<file path="src/rtl/core_pkg.sv">
// Shared core types: register address width and the per-stage pipeline entry.
package core_pkg;

  localparam int unsigned REG_AW = 5;

  typedef struct packed {
    logic              valid;
    logic [REG_AW-1:0] rd;
    logic              we;
  } stage_entry_t;

  // An entry produces src when it is live, writes, and src is not x0.
  function automatic logic entry_match(stage_entry_t e, logic [REG_AW-1:0] src);
    return e.valid & e.we & (e.rd == src) & (src != '0);
  endfunction

endpackage

</file>
<file path="src/rtl/sat_counter.sv">
// Saturating up-counter; holds at all-ones instead of wrapping.
module sat_counter #(
  parameter int unsigned W = 32
) (
  input  logic         clk,
  input  logic         reset,
  input  logic         inc,
  output logic [W-1:0] count
);

  always_ff @(posedge clk) begin
    if (reset) begin
      count <= '0;
    end else if (inc && (count != '1)) begin
      count <= count + W'(1);
    end
  end

endmodule

</file>
<file path="src/rtl/pipe_hazard_unit.sv">
// Hazard detection, operand forwarding and occupancy tracking for DEPTH
// post-decode stages, with saturating stall/flush counters.
module pipe_hazard_unit
  import core_pkg::*;
#(
  parameter int unsigned XLEN  = 32,
  parameter int unsigned DEPTH = 3,
  parameter int unsigned CNT_W = 32
) (
  input  logic                  clk,
  input  logic                  reset,
  input  logic                  d_valid,
  input  logic [REG_AW-1:0]     d_rs1_addr,
  input  logic [REG_AW-1:0]     d_rs2_addr,
  input  logic                  d_rs1_use,
  input  logic                  d_rs2_use,
  input  logic [REG_AW-1:0]     d_rd_addr,
  input  logic                  d_rd_we,
  input  logic [XLEN-1:0]       rf_rs1_data,
  input  logic [XLEN-1:0]       rf_rs2_data,
  input  logic [DEPTH*XLEN-1:0] stg_result,
  input  logic [DEPTH-1:0]      stg_ready,
  input  logic                  mem_stall,
  input  logic                  redirect,
  output logic                  advance_D,
  output logic                  stall_D,
  output logic                  flush_D,
  output logic [XLEN-1:0]       rs1_fwd,
  output logic [XLEN-1:0]       rs2_fwd,
  output logic [DEPTH-1:0]      stg_valid,
  output logic [CNT_W-1:0]      stall_cnt,
  output logic [CNT_W-1:0]      flush_cnt
);

  stage_entry_t     stg_q [DEPTH];
  logic [DEPTH-1:0] hit1;
  logic [DEPTH-1:0] hit2;
  logic             rdy1;
  logic             rdy2;
  logic             hazard;

  for (genvar i = 0; i < DEPTH; i++) begin : g_match
    assign hit1[i]      = entry_match(stg_q[i], d_rs1_addr);
    assign hit2[i]      = entry_match(stg_q[i], d_rs2_addr);
    assign stg_valid[i] = stg_q[i].valid;
  end

  // Scan oldest to youngest so the lowest matching stage ends up winning.
  always_comb begin
    rs1_fwd = rf_rs1_data;
    rs2_fwd = rf_rs2_data;
    rdy1    = 1'b1;
    rdy2    = 1'b1;
    for (int i = int'(DEPTH) - 1; i >= 0; i--) begin
      if (hit1[i]) begin
        rs1_fwd = stg_result[i*XLEN +: XLEN];
        rdy1    = stg_ready[i];
      end
      if (hit2[i]) begin
        rs2_fwd = stg_result[i*XLEN +: XLEN];
        rdy2    = stg_ready[i];
      end
    end
  end

  assign hazard    = (d_rs1_use & ~rdy1) | (d_rs2_use & ~rdy2);
  assign flush_D   = redirect & ~mem_stall;
  assign advance_D = d_valid & ~hazard & ~mem_stall & ~redirect;
  assign stall_D   = d_valid & ~advance_D & ~flush_D;

  // Stages shift together unless memory stalls; stage 0 gets decode or a bubble.
  always_ff @(posedge clk) begin
    if (reset) begin
      for (int unsigned i = 0; i < DEPTH; i++) begin
        stg_q[i] <= '0;
      end
    end else if (!mem_stall) begin
      for (int unsigned i = 1; i < DEPTH; i++) begin
        stg_q[i] <= stg_q[i-1];
      end
      stg_q[0] <= advance_D ? {1'b1, d_rd_addr, d_rd_we} : '0;
    end
  end

  sat_counter #(.W(CNT_W)) u_stall_cnt (
    .clk   (clk),
    .reset (reset),
    .inc   (stall_D),
    .count (stall_cnt)
  );

  sat_counter #(.W(CNT_W)) u_flush_cnt (
    .clk   (clk),
    .reset (reset),
    .inc   (flush_D),
    .count (flush_cnt)
  );

endmodule

</file>
<file path="config.mk">
export PLATFORM = sky130hd
export DESIGN_NAME = pipe_hazard_unit
export DESIGN_NICKNAME = d
export VERILOG_FILES = /design/src/rtl/core_pkg.sv /design/src/rtl/sat_counter.sv /design/src/rtl/pipe_hazard_unit.sv
export SDC_FILE = /design/constraint.sdc
export NUM_CORES = 1
export LEC_CHECK = 0
export ABC_AREA = 1
export BUFFER_PORTS_ARGS = -buffer_cell sky130_fd_sc_hd__clkbuf_2
export CORE_AREA = 2 2 124 126
export DETAILED_ROUTE_END_ITERATION = 10
export DIE_AREA = 0 0 126 128
export GPL_TIMING_DRIVEN = 0
export PLACE_DENSITY = 0.78
export SYNTH_ARGS = -nofsm -noshare
export SYNTH_HDL_FRONTEND = slang
export SYNTH_SLANG_ARGS = --single-unit
export TNS_END_PERCENT = 20
</file>
<file path="constraint.sdc">
create_clock -name clk -period 3.4 [get_ports clk]
set_clock_uncertainty 0.05 [all_clocks]
set_input_delay 0.34 -clock clk [delete_from_list [all_inputs] [get_ports clk]]
set_output_delay 0.34 -clock clk [all_outputs]
set_load 0.01 [all_outputs]
</file>
* Yosys cells after proc, flatten, opt, wreduce, memory -nomap -nowiden *
Memories as Yosys holds them, arrays and structs flattened.
Cells that the tools add are included.

word-level totals
  flip-flop bits (word level) = 64
  logic and storage cells = 72
  bits of input ports = 186
  memories kept = 1
  memory bits (read-only) = 0
  RAM bits = 21
  bits in latches = 0

cells by class
  add/subtract/negate cells = 2
  reduce and logical (&&, ||, !) cells = 4
  multipliers = 0
  mux-type cells = 21
  shift-type cells = 0
  equality and inequality tests = 8
  bitwise gates (word level) = 34
  div/mod/pow operators = 0
  $lt $le $gt $ge = 0

memory list
  name   depth  width  read ports  clocked after memory_dff  write ports  line                    source
  stg_q  3      7      3           0                         3            pipe_hazard_unit.sv:35  stage_entry_t stg_q [DEPTH];

operator list
  operator               count
  $mux 32                6
  $add 32x1->32 const B  2
  $ne 32x32->1 const B   2
  $eq 5x5->1             6
  $mux 7                 4
  $and 1x1->1            23
  $mux 1                 11
  $reduce_bool 5->1      2
  $not 1->1              7
  $or 1x1->1             4
  $logic_and 1x1->1      2

* Longest topological paths before layout *
Gate-level depths: netlist of run 1.

  depth in word-level cells = 17
  gate-level depth with buffers = 18
  depth with buffers taken out = 16

* By module *
From an unflattened synthesis of run 1, not the netlist that was laid out.

second synthesis, totals
  cell total of the unflattened synthesis = 1,253
  area, all modules = 7,881.3 um2

modules (own cells, without submodules)
  module            area each (um2)  instances  cells each
  sat_counter       2,062.0          2          324
  pipe_hazard_unit  3,757.4          1          605

* Worst setup path before layout of run 1 *
Ideal clock, no wire load.

  kind = reg2out
  start = memory stg_q[0][12] (netlist name)
  end = output rs2_fwd[10]
  cell stages (with the launch flop) = 12
  arrival time = 1.617 ns
  path slack = 1.393 ns
  cell sequence = edfxtp_1 inv_1 nand2_1 nand2_1 nand2_1 nor2_1 nand2_1 clkbuf_1 buf_2 o211ai_1 o21ai_0 o21ai_0

RTL lines
  what             line                    source
  start, declared  pipe_hazard_unit.sv:35
  end, declared    pipe_hazard_unit.sv:29  output logic [XLEN-1:0] rs2_fwd,

==> results of run 1 <==
-- per-stage QoR --
stage                     hold WS (ps)  cells  cell area (um^2)  total power (W)
after detailed placement           421   1736              9050          0.00156
final                              248   1756              9360          0.00255
after global routing               273   1756              9360          0.00264
after CTS                          246   1752              9350          0.00255
after floorplan                    434   1229              7220          0.00131
after global placement             411   1736              9050          0.00155
-- worst min path at each step --
stage               cells past startpoint  slack [ps]                                end                               from
detailed placement                      1         420  u_flush_cnt.count[4]$_SDFFE_PP0P_  u_flush_cnt.count[4]$_SDFFE_PP0P_
floorplan                               1         430  u_flush_cnt.count[4]$_SDFFE_PP0P_  u_flush_cnt.count[4]$_SDFFE_PP0P_
global placement                        1         410  u_flush_cnt.count[4]$_SDFFE_PP0P_  u_flush_cnt.count[4]$_SDFFE_PP0P_
finish                                  3         250          stg_q[0][3]$_SDFFCE_PN0P_                       d_rd_addr[2]
global route                            3         270          stg_q[0][2]$_SDFFCE_PN0P_                       d_rd_addr[1]
CTS                                     3         250          stg_q[0][2]$_SDFFCE_PN0P_                       d_rd_addr[1]
-- synth_stat cells, types with 3 or more instances --
cell type / n / area share
a21oi_1: 20 / 0.014
a31oi_1: 35 / 0.030
buf_1: 10 / 0.0052
buf_2: 10 / 0.0069
buf_4: 3 / 0.0031
clkbuf_1: 38 / 0.020
dfxtp_1: 64 / 0.18
edfxtp_1: 21 / 0.087
inv_1: 174 / 0.090
inv_2: 13 / 0.0068
nand2_1: 331 / 0.17
nand2_2: 3 / 0.0026
nand3_1: 67 / 0.046
nand3_2: 12 / 0.017
nand3b_1: 6 / 0.0062
nand4_1: 39 / 0.034
nor2_1: 167 / 0.087
nor2_2: 8 / 0.0069
nor3_1: 20 / 0.014
o211ai_1: 63 / 0.066
o21ai_0: 85 / 0.059
o21ai_1: 4 / 0.0028
o21bai_1: 4 / 0.0042
xnor2_1: 8 / 0.0097
xor2_1: 5 / 0.0061
-- per-layer routing --
| metal | up-vias | share of wire | GRT usage |
|---|---|---|---|
| met4 | 2 | 0.046 | 0.156 |
| met5 | - | 0.00044 | 0 |
| li1 | 4670 | - | - |
| met3 | 112 | 0.10 | 0.0818 |
| met2 | 555 | 0.45 | 0.560 |
| met1 | 4370 | 0.40 | 0.453 |
-- worst reg2reg max path: cells and delay by family (launching register included) --
family	cells	cell delay (ps)
adders and majority gates	1	210
buffers and inverters	1	70
DFF	1	370
and+or+nand+nor	10	1500
-- registers in the layout, indices dropped and copies added, names as in the netlist --
register	flops
stg_q	21
u_flush_cnt.count	32
u_stall_cnt.count	32
-- final cells by class --
cell class                 instances  area, um^2  area share
inverter                         188         706      0.0754
multi-input combinational        891        4290       0.458
clock buffer                       9         225      0.0241
sequential                        85        1910       0.204
timing repair buffer             319        1600       0.171
tap                              188         235      0.0251
antenna                            4        10.0     0.00107
buffer                            65         310      0.0332
clock inverter                     7        73.8     0.00789
-- power groups by stage --
| stage | Combinational [W] | Sequential [W] | Clock [W] |
|---|---|---|---|
| 5_1_grt | 0.000513 | 0.00108 | 0.00106 |
| 3_5_place_dp | 0.000460 | 0.00110 | 0 |
| 4_1_cts | 0.000463 | 0.00107 | 0.00101 |
| 6_report | 0.000471 | 0.00107 | 0.00100 |
| 2_1_floorplan | 0.000220 | 0.00109 | 0 |
| 3_3_place_gp | 0.000458 | 0.00110 | 0 |
-- logic make-up (layout without fill, tap and decap cells) --
| family | after synthesis | count (layout) |
|---|---|---|
| AND/OR/NAND/NOR | 662 | 662 |
| buffers and inverters | 253 | 588 |
| AO/OA/AOI/OAI | 214 | 214 |
| flip-flops | 85 | 85 |
| XOR/XNOR | 13 | 13 |
| adder cells (fa/ha/maj) | 2 | 2 |
| other | 0 | 4 |
==> qor.yml, run 1 <==
grt_pass1_wl_um: 45500
p_seq_frac: 0.421
final_util: 0.630
drive_gt1_frac: 0.250
cts_tree: "done"
setup-tns-final_ps: 0
htreeDepth: 3
grt_pass1_vias: 8598
tightestPinTransition_ps: 899
drtIter0Drc: 821
status: "finished clean"
post-route-period-util: 0.952
worst_ep_required_time_ps: 3010
drt-vias-per-instance: 5.53
wirelength_um: 29500
cp.buffers_inverters: 4
synth.cell_area_mm2: 0.00722
clock_latency_ps: 350
crit_arrival_ps: 2850
path_class: "flop to primary output"
track_usage: 0.351
ys_seq_elements: 85
yosysSeqAreaShare: 0.265
grt_max_degree: 22
setup_viol: 0
ant_nets: 0
die_w_um: 126
start_util: 0.486
clkTransAtPathRegs_ps: 70
synth_top_family_by_area: "simple AND/OR/NAND/NOR gates"
crit_slowest_cell: "clkbuf_1"
swShare: 0.284
cts_resized: 0
end_kind: "primary output"
leakage_nw: 4.58
core_area_mm2: 0.0149
die_area_mm2: 0.0161
drc: 0
p_switching_w: 0.000724
final_common_cell: "nand2_1"
synthArstFlopShare: 0
p_int_w: 0.00182
drtPass1Iterations: 6
clock-root-buffer: "clkbuf_16"
ir_drop_mv: 0.274
chipHeight_um: 128
finalHoldViolCount: 0
clock_sinks: 85
rsz0062_at_grt: "no"
dp_hpwl_um: 23700
synthSimpleGateAreaFrac: 0.396
dr_total_vias: 9709
worst_slack_ps: 163
overflow: 0
area.growth.synth_to_final_pct: 29.7
maxSlewViolCount: 0
dp_slack_ps: 485
clock_path_buffers: 2
clkPwrFrac: 0.394
port_buffers: 319
min_period_ps: 3240
cp_cell_sequence: "inv_1 -> nand2_1 -> nand4_1 -> nor2_1 -> nand2_1 -> clkbuf_1 -> clkbuf_1 -> nor2_1 -> a31oi_1 -> clkbuf_2"
r2r-start: "u_stall_cnt.count[1]$_SDFFE_PP0P_"
syn_inst: 1229
crit_family: "buffers and inverters"
rr_endpoint: "u_stall_cnt.count[25]$_SDFFE_PP0P_"
num_io_pins: 320
hp-class: "input pin to flop"
avgSynthCellArea_um2: 5.87
max_cap_viol_count: 0
synth_edf_count: 21
r2r_cells: 12
p_per_area_mw_per_mm2: 272
synthAdderAreaFrac: 0.00347
crit_cells: 10
nNetsFinal: 1747
worstPathMaxFanout: 10
synth-compound-area-share: 0.179
crit_path_start_kind: "flop"
cts_setup_buffers: 0
numCtsBuffers: 9
synth_warnings: 0
antenna_found_initial: 5
synth_mux_area_frac: 0
wl_per_cell_um: 16.8
synth_xor_area_frac: 0.0158
synth_cell_type_count: 39
crit_start: "stg_q[0][1]$_SDFFCE_PN0P_"
fillers: 1542
fmaxAchievable_mhz: 309
final_cell_mix: "nand2_1 (331), clkbuf_2 (319), inv_1 (174)"
synth_top_flop_cell: "dfxtp_1"
syn_nets: 1417
endpoint: "rs1_fwd[17]"
slew_headroom: 0.400
critical-path-max-stage-delay_ps: 500
reg2reg_slack_ps: 1100
rows: 45
cts_hold_buf: 0
place.gp.congestion: 0.978
power_frac_comb: 0.185
(Power assumes the default switching activity.)
==> run 2, diff against run 1 <==
--- a/config.mk
+++ b/config.mk
@@ -7,11 +7,13 @@
 export LEC_CHECK = 0
 export ABC_AREA = 1
 export BUFFER_PORTS_ARGS = -buffer_cell sky130_fd_sc_hd__clkbuf_2
-export CORE_AREA = 2 2 124 126
+export CELL_PAD_IN_SITES_DETAIL_PLACEMENT = 0
+export CELL_PAD_IN_SITES_GLOBAL_PLACEMENT = 1
+export CORE_UTILIZATION = 34
 export DETAILED_ROUTE_END_ITERATION = 10
-export DIE_AREA = 0 0 126 128
+export GPL_ROUTABILITY_DRIVEN = 0
 export GPL_TIMING_DRIVEN = 0
-export PLACE_DENSITY = 0.78
+export PLACE_DENSITY = 0.83
 export SYNTH_ARGS = -nofsm -noshare
 export SYNTH_HDL_FRONTEND = slang
 export SYNTH_SLANG_ARGS = --single-unit
==> run 2 against run 1 <==
  * Fmax grew 1.9%
  * Wire length grew 3.6%
  * Sequential power is essentially flat
  * Core utilization shrank 17 points
  * Highest routed layer is now met4
  * Via count shrank 4.3%
  * Largest power group unchanged
  * Largest cell class unchanged
==> qor.yml, run 2 (synthesis gave the netlist of run 1 again) <==
slew_headroom: 0.390
port_buffers: 319
antenna_found_initial: 5
dp_hpwl_um: 24500
track_usage: 0.277
cts_tree: "done"
grt_max_degree: 22
clock_latency_ps: 360
reg2reg_slack_ps: 1130
cp_cell_sequence: "inv_1 -> nand2_1 -> nand2_1 -> nor2_1 -> nand2_1 -> nor2_4 -> inv_2 -> clkbuf_1 -> nand2_1 -> nand3_1 -> o21ai_0 -> o21ai_0 -> clkbuf_2"
rr_endpoint: "u_stall_cnt.count[20]$_SDFFE_PP0P_"
drtPass1Iterations: 6
cts_setup_buffers: 0
crit_slowest_cell: "clkbuf_1"
clock-root-buffer: "clkbuf_16"
fmaxAchievable_mhz: 315
drc: 0
final_common_cell: "nand2_1"
fillers: 2295
grt_pass1_vias: 8951
clkTransAtPathRegs_ps: 70
drt-vias-per-instance: 5.05
path_class: "flop to primary output"
met2_usage: 0.498
setup_viol: 0
rows: 52
end_kind: "primary output"
final_cell_mix: "nand2_1 (331), clkbuf_2 (319), inv_1 (174)"
clock_sinks: 85
crit_path_start_kind: "flop"
start_util: 0.352
finalHoldViolCount: 0
r2r_cells: 11
drive_gt1_frac: 0.250
crit_family: "buffers and inverters"
critical-path-max-stage-delay_ps: 480
cpMostUsedCell: "nand2_1"
post-route-period-util: 0.935
area.growth.synth_to_final_pct: 31.1
worst_ep_required_time_ps: 3010
p_per_area_mw_per_mm2: 271
hold_slack_ps: 231
cts_hold_buf: 0
reg.largest.list: "u_flush_cnt.count (32), u_stall_cnt.count (32), stg_q (21)"
top_usage_layer: "met2"
met1_usage: 0.313
multi_input_area_mm2: 0.00429
num_io_pins: 320
core_area_mm2: 0.0205
min_period_ps: 3180
cp.buffers_inverters: 4
chipHeight_um: 148
numCtsBuffers: 9
cts_resized: 0
holdPathEnd: "stg_q[0][4]$_SDFFCE_PN0P_"
clock_path_buffers: 2
hp-class: "input pin to flop"
min-delay-start: "d_rd_addr[3]"
overflow: 0
die_w_um: 148
ant_nets: 0
drtIter0Drc: 480
dr_total_vias: 9288
nNetsFinal: 1747
max_cap_viol_count: 0
htreeDepth: 3
setup-tns-final_ps: 0
rsz0062_at_grt: "no"
die_area_mm2: 0.0218
status: "finished clean"
met3_usage: 0.0568
seq_area_mm2: 0.00191
wirelength_um: 30600
worstPathMaxFanout: 10
tightestPinTransition_ps: 912
grt_pass1_wl_um: 47500
r2r-start: "u_stall_cnt.count[0]$_SDFFE_PP0P_"
crit_arrival_ps: 2790
ir_drop_mv: 0.266
leakage_nw: 4.58
maxSlewViolCount: 0
wl_per_cell_um: 16.6
holdPathStages: 3
[run 2: where the power goes]
group          switching, W  internal (W)  total [W]  leakage, nW
clock              0.000453      0.000574    0.00103        0.149
combinational      0.000271      0.000197   0.000468         3.69
sequential        0.0000171       0.00105    0.00107        0.750
total              0.000741       0.00182    0.00257         4.58
[run 2: final cells by class]
cell class,instances,share of cell area
Clock inverter,7,0.00767
Inverter,188,0.0746
Clock buffer,9,0.0238
Sequential cell,85,0.202
Buffer,65,0.0328
Antenna cell,4,0.00106
Tap cell,270,0.0357
Multi-Input combinational cell,891,0.454
Timing Repair Buffer,319,0.169
[run 2: per-layer routing]
| metal | vias to the layer above | wire (um) |
|---|---|---|
| li1 | 4665 | - |
| met1 | 4217 | 11800 |
| met2 | 341 | 15300 |
| met3 | 65 | 2270 |
| met4 | 0 | 1200 |
| met5 | - | 0 |
[run 2: metrics by stage]
step / cell area (um^2) / utilization / power [W] / setup slack [ps] / cells
after global placement: 9150 / 0.447 / 0.00156 / 544 / 1818
after detailed placement: 9150 / 0.447 / 0.00156 / 510 / 1818
after global routing: 9460 / 0.462 / 0.00267 / 58.2 / 1838
final: 9460 / 0.462 / 0.00257 / 222 / 1838
after CTS: 9450 / 0.461 / 0.00259 / 256 / 1834
after floorplan: 7220 / - / 0.00131 / 1390 / 1229
[run 2: how the worst max path moves through the flow]
stage          cells after the start  slack [ps]          end                       start
2_1_floorplan                     11        1390  rs2_fwd[10]  stg_q[0][12]$_SDFFCE_PN0P_
3_3_place_gp                      12         540  rs2_fwd[31]               d_rs2_addr[2]
3_5_place_dp                      12         510  rs2_fwd[31]               d_rs2_addr[2]
4_1_cts                           13         260  rs2_fwd[31]  stg_q[0][17]$_SDFFCE_PN0P_
5_1_grt                           13          60  rs2_fwd[31]  stg_q[0][17]$_SDFFCE_PN0P_
6_report                          13         220  rs2_fwd[31]  stg_q[0][17]$_SDFFCE_PN0P_
[run 2: worst reg2reg max path, stage by stage (launching register included)]
cell	delay, ps
dfxtp_1	380
ha_1	200
nand2_1	100
nor2_2	220
nand2_1	100
nor2_1	290
nand4_1	300
and3_1	260
nand3_1	90
nand2_1	60
nand2_1	50
nor2_1	40
==> run 3, diff against run 2 <==
--- a/config.mk
+++ b/config.mk
@@ -9,6 +9,7 @@
 export BUFFER_PORTS_ARGS = -buffer_cell sky130_fd_sc_hd__clkbuf_2
 export CELL_PAD_IN_SITES_DETAIL_PLACEMENT = 0
 export CELL_PAD_IN_SITES_GLOBAL_PLACEMENT = 1
+export CORE_ASPECT_RATIO = 2
 export CORE_UTILIZATION = 34
 export DETAILED_ROUTE_END_ITERATION = 10
 export GPL_ROUTABILITY_DRIVEN = 0
==> run 3 against run 2 <==
  * Non-clock buffer count stayed put
  * Combinational power increased by 1%
  * Clock-buffer cell count rose by 2
  * Hold slack got worse by 2.6 ps
  * Sequential share of layout area barely moved
  * Core utilization is 1.0 points lower
  * First-iteration DRC count grew 3.5%
  * Register-to-register slack got worse by 100 ps
  * Final area decreased by 0.13%
  * Via count is 1.3% higher
  * Clock power shrank 8%
  * Power decreased by 2.7%
==> qor.yml, run 3 (synthesis gave the netlist of run 1 again) <==
dp_hpwl_um: 26900
cts_tree: "done"
core_area_mm2: 0.0209
worstPathMaxFanout: 10
status: "finished clean"
die_w_um: 105
chipHeight_um: 208
setup_viol: 0
clock_sinks: 85
min_period_ps: 3120
drc: 0
overflow: 0
clock_latency_ps: 360
rsz0062_at_grt: "no"
hp-class: "input pin to flop"
numCtsBuffers: 9
critical-path-max-stage-delay_ps: 430
drtIter0Drc: 497
drive_gt1_frac: 0.251
leakage_nw: 4.57
met3_usage: 0.0968
cpMostUsedCell: "nand2_1"
final_common_cell: "nand2_1"
crit_slowest_cell: "clkbuf_1"
maxSlewViolCount: 0
cp.buffers_inverters: 5
crit_path_start_kind: "flop"
power_w: 0.00250
worst_ep_required_time_ps: 3010
met2_usage: 0.551
grt_pass1_vias: 9303
num_io_pins: 320
fmaxAchievable_mhz: 320
ant_nets: 0
top_usage_layer: "met2"
nNetsFinal: 1747
end_kind: "primary output"
wirelength_um: 32100
met1_usage: 0.259
setup-tns-final_ps: 0
antenna_found_initial: 17
htreeDepth: 3
tightestPinTransition_ps: 887
clkTransAtPathRegs_ps: 70
die_area_mm2: 0.0219
cts_resized: 0
drtPass1Iterations: 6
crit_arrival_ps: 2730
rows: 75
slew_headroom: 0.407
post_dp_cell_area_mm2: 0.00915
wl_per_cell_um: 17.5
max_cap_viol_count: 0
cp_cell_sequence: "inv_1 -> nand2_1 -> nand2_1 -> inv_2 -> nand2_1 -> nor2_1 -> nand2_1 -> clkbuf_1 -> clkbuf_1 -> o21ai_0 -> o21ai_0 -> clkbuf_2"
dr_total_vias: 9413
clock-root-buffer: "clkbuf_16"
port_buffers: 319
start_util: 0.345
cts_setup_buffers: 0
cts_hold_buf: 0
ir_drop_mv: 0.333
design_area_mm2: 0.00945
crit_family: "buffers and inverters"
final_cell_mix: "nand2_1 (331), clkbuf_2 (321), inv_1 (174)"
path_class: "flop to primary output"
grt_max_degree: 22
finalHoldViolCount: 0
clock_path_buffers: 2
post-route-period-util: 0.918
p_per_area_mw_per_mm2: 264
area.growth.synth_to_final_pct: 30.9
track_usage: 0.295
drt-vias-per-instance: 5.12
grt_pass1_wl_um: 49500
reg.largest.list: "u_flush_cnt.count (32), u_stall_cnt.count (32), stg_q (21)"
## run 3: cell count changes in the layout (fill, tap and decap cells not counted), sizes merged
| cell | change |
|---|---|
| inv | -2 |
| diode | +2 |
| clkinvlp | +3 |
| clkbuf | +2 |
| clkinv | -2 |
| bufinv | -1 |
## run 3: path summary, 6_finish.rpt
check | start | end | slack, ps | cells past startpoint
worst max-delay path | stg_q[0][9]$_SDFFCE_PN0P_ | rs2_fwd[2] | 280 | 12
worst min-delay path | d_rd_addr[0] | stg_q[0][1]$_SDFFCE_PN0P_ | 230 | 3
worst max register to register | u_flush_cnt.count[17]$_SDFFE_PP0P_ | u_flush_cnt.count[24]$_SDFFE_PP0P_ | 1030 | 12
worst min register to register | u_flush_cnt.count[24]$_SDFFE_PP0P_ | u_flush_cnt.count[24]$_SDFFE_PP0P_ | 440 | 1
## run 3: layout make-up
cell class	count	area [um^2]
fill	2409	11500
multi-input combinational	891	4290
sequential	85	1910
timing repair buffer	319	1600
inverter	188	706
tap	269	337
buffer	65	313
clock buffer	11	243
clock inverter	5	36.3
antenna	6	15.0
## run 3: metal layers
metal  wire length (um)  up-vias
met1              10500     4205
met3               2710      116
li1                   -     4674
met5                135        -
met2              16800      398
met4               2010       20
## run 3: stage by stage
stage	setup slack, ps	utilization	hold WS [ps]	cells
floorplan	1390	-	434	1229
global placement	538	0.437	419	1817
detailed placement	532	0.437	434	1817
CTS	266	0.451	217	1833
global route	75.5	0.451	234	1837
finish	279	0.452	229	1839
## run 3: tightest hold or removal path: cells and delay by family
family	cells	cell delay [ps]
buffers and inverters	2	100
AND/OR/NAND/NOR	1	80
## run 3: report_power, final
| part | internal (W) | leakage, nW | switching, W |
|---|---|---|---|
| clock | 0.000515 | 0.128 | 0.000435 |
| combinational | 0.000197 | 3.69 | 0.000276 |
| sequential | 0.00105 | 0.750 | 0.0000192 |
| total | 0.00177 | 4.57 | 0.000730 |
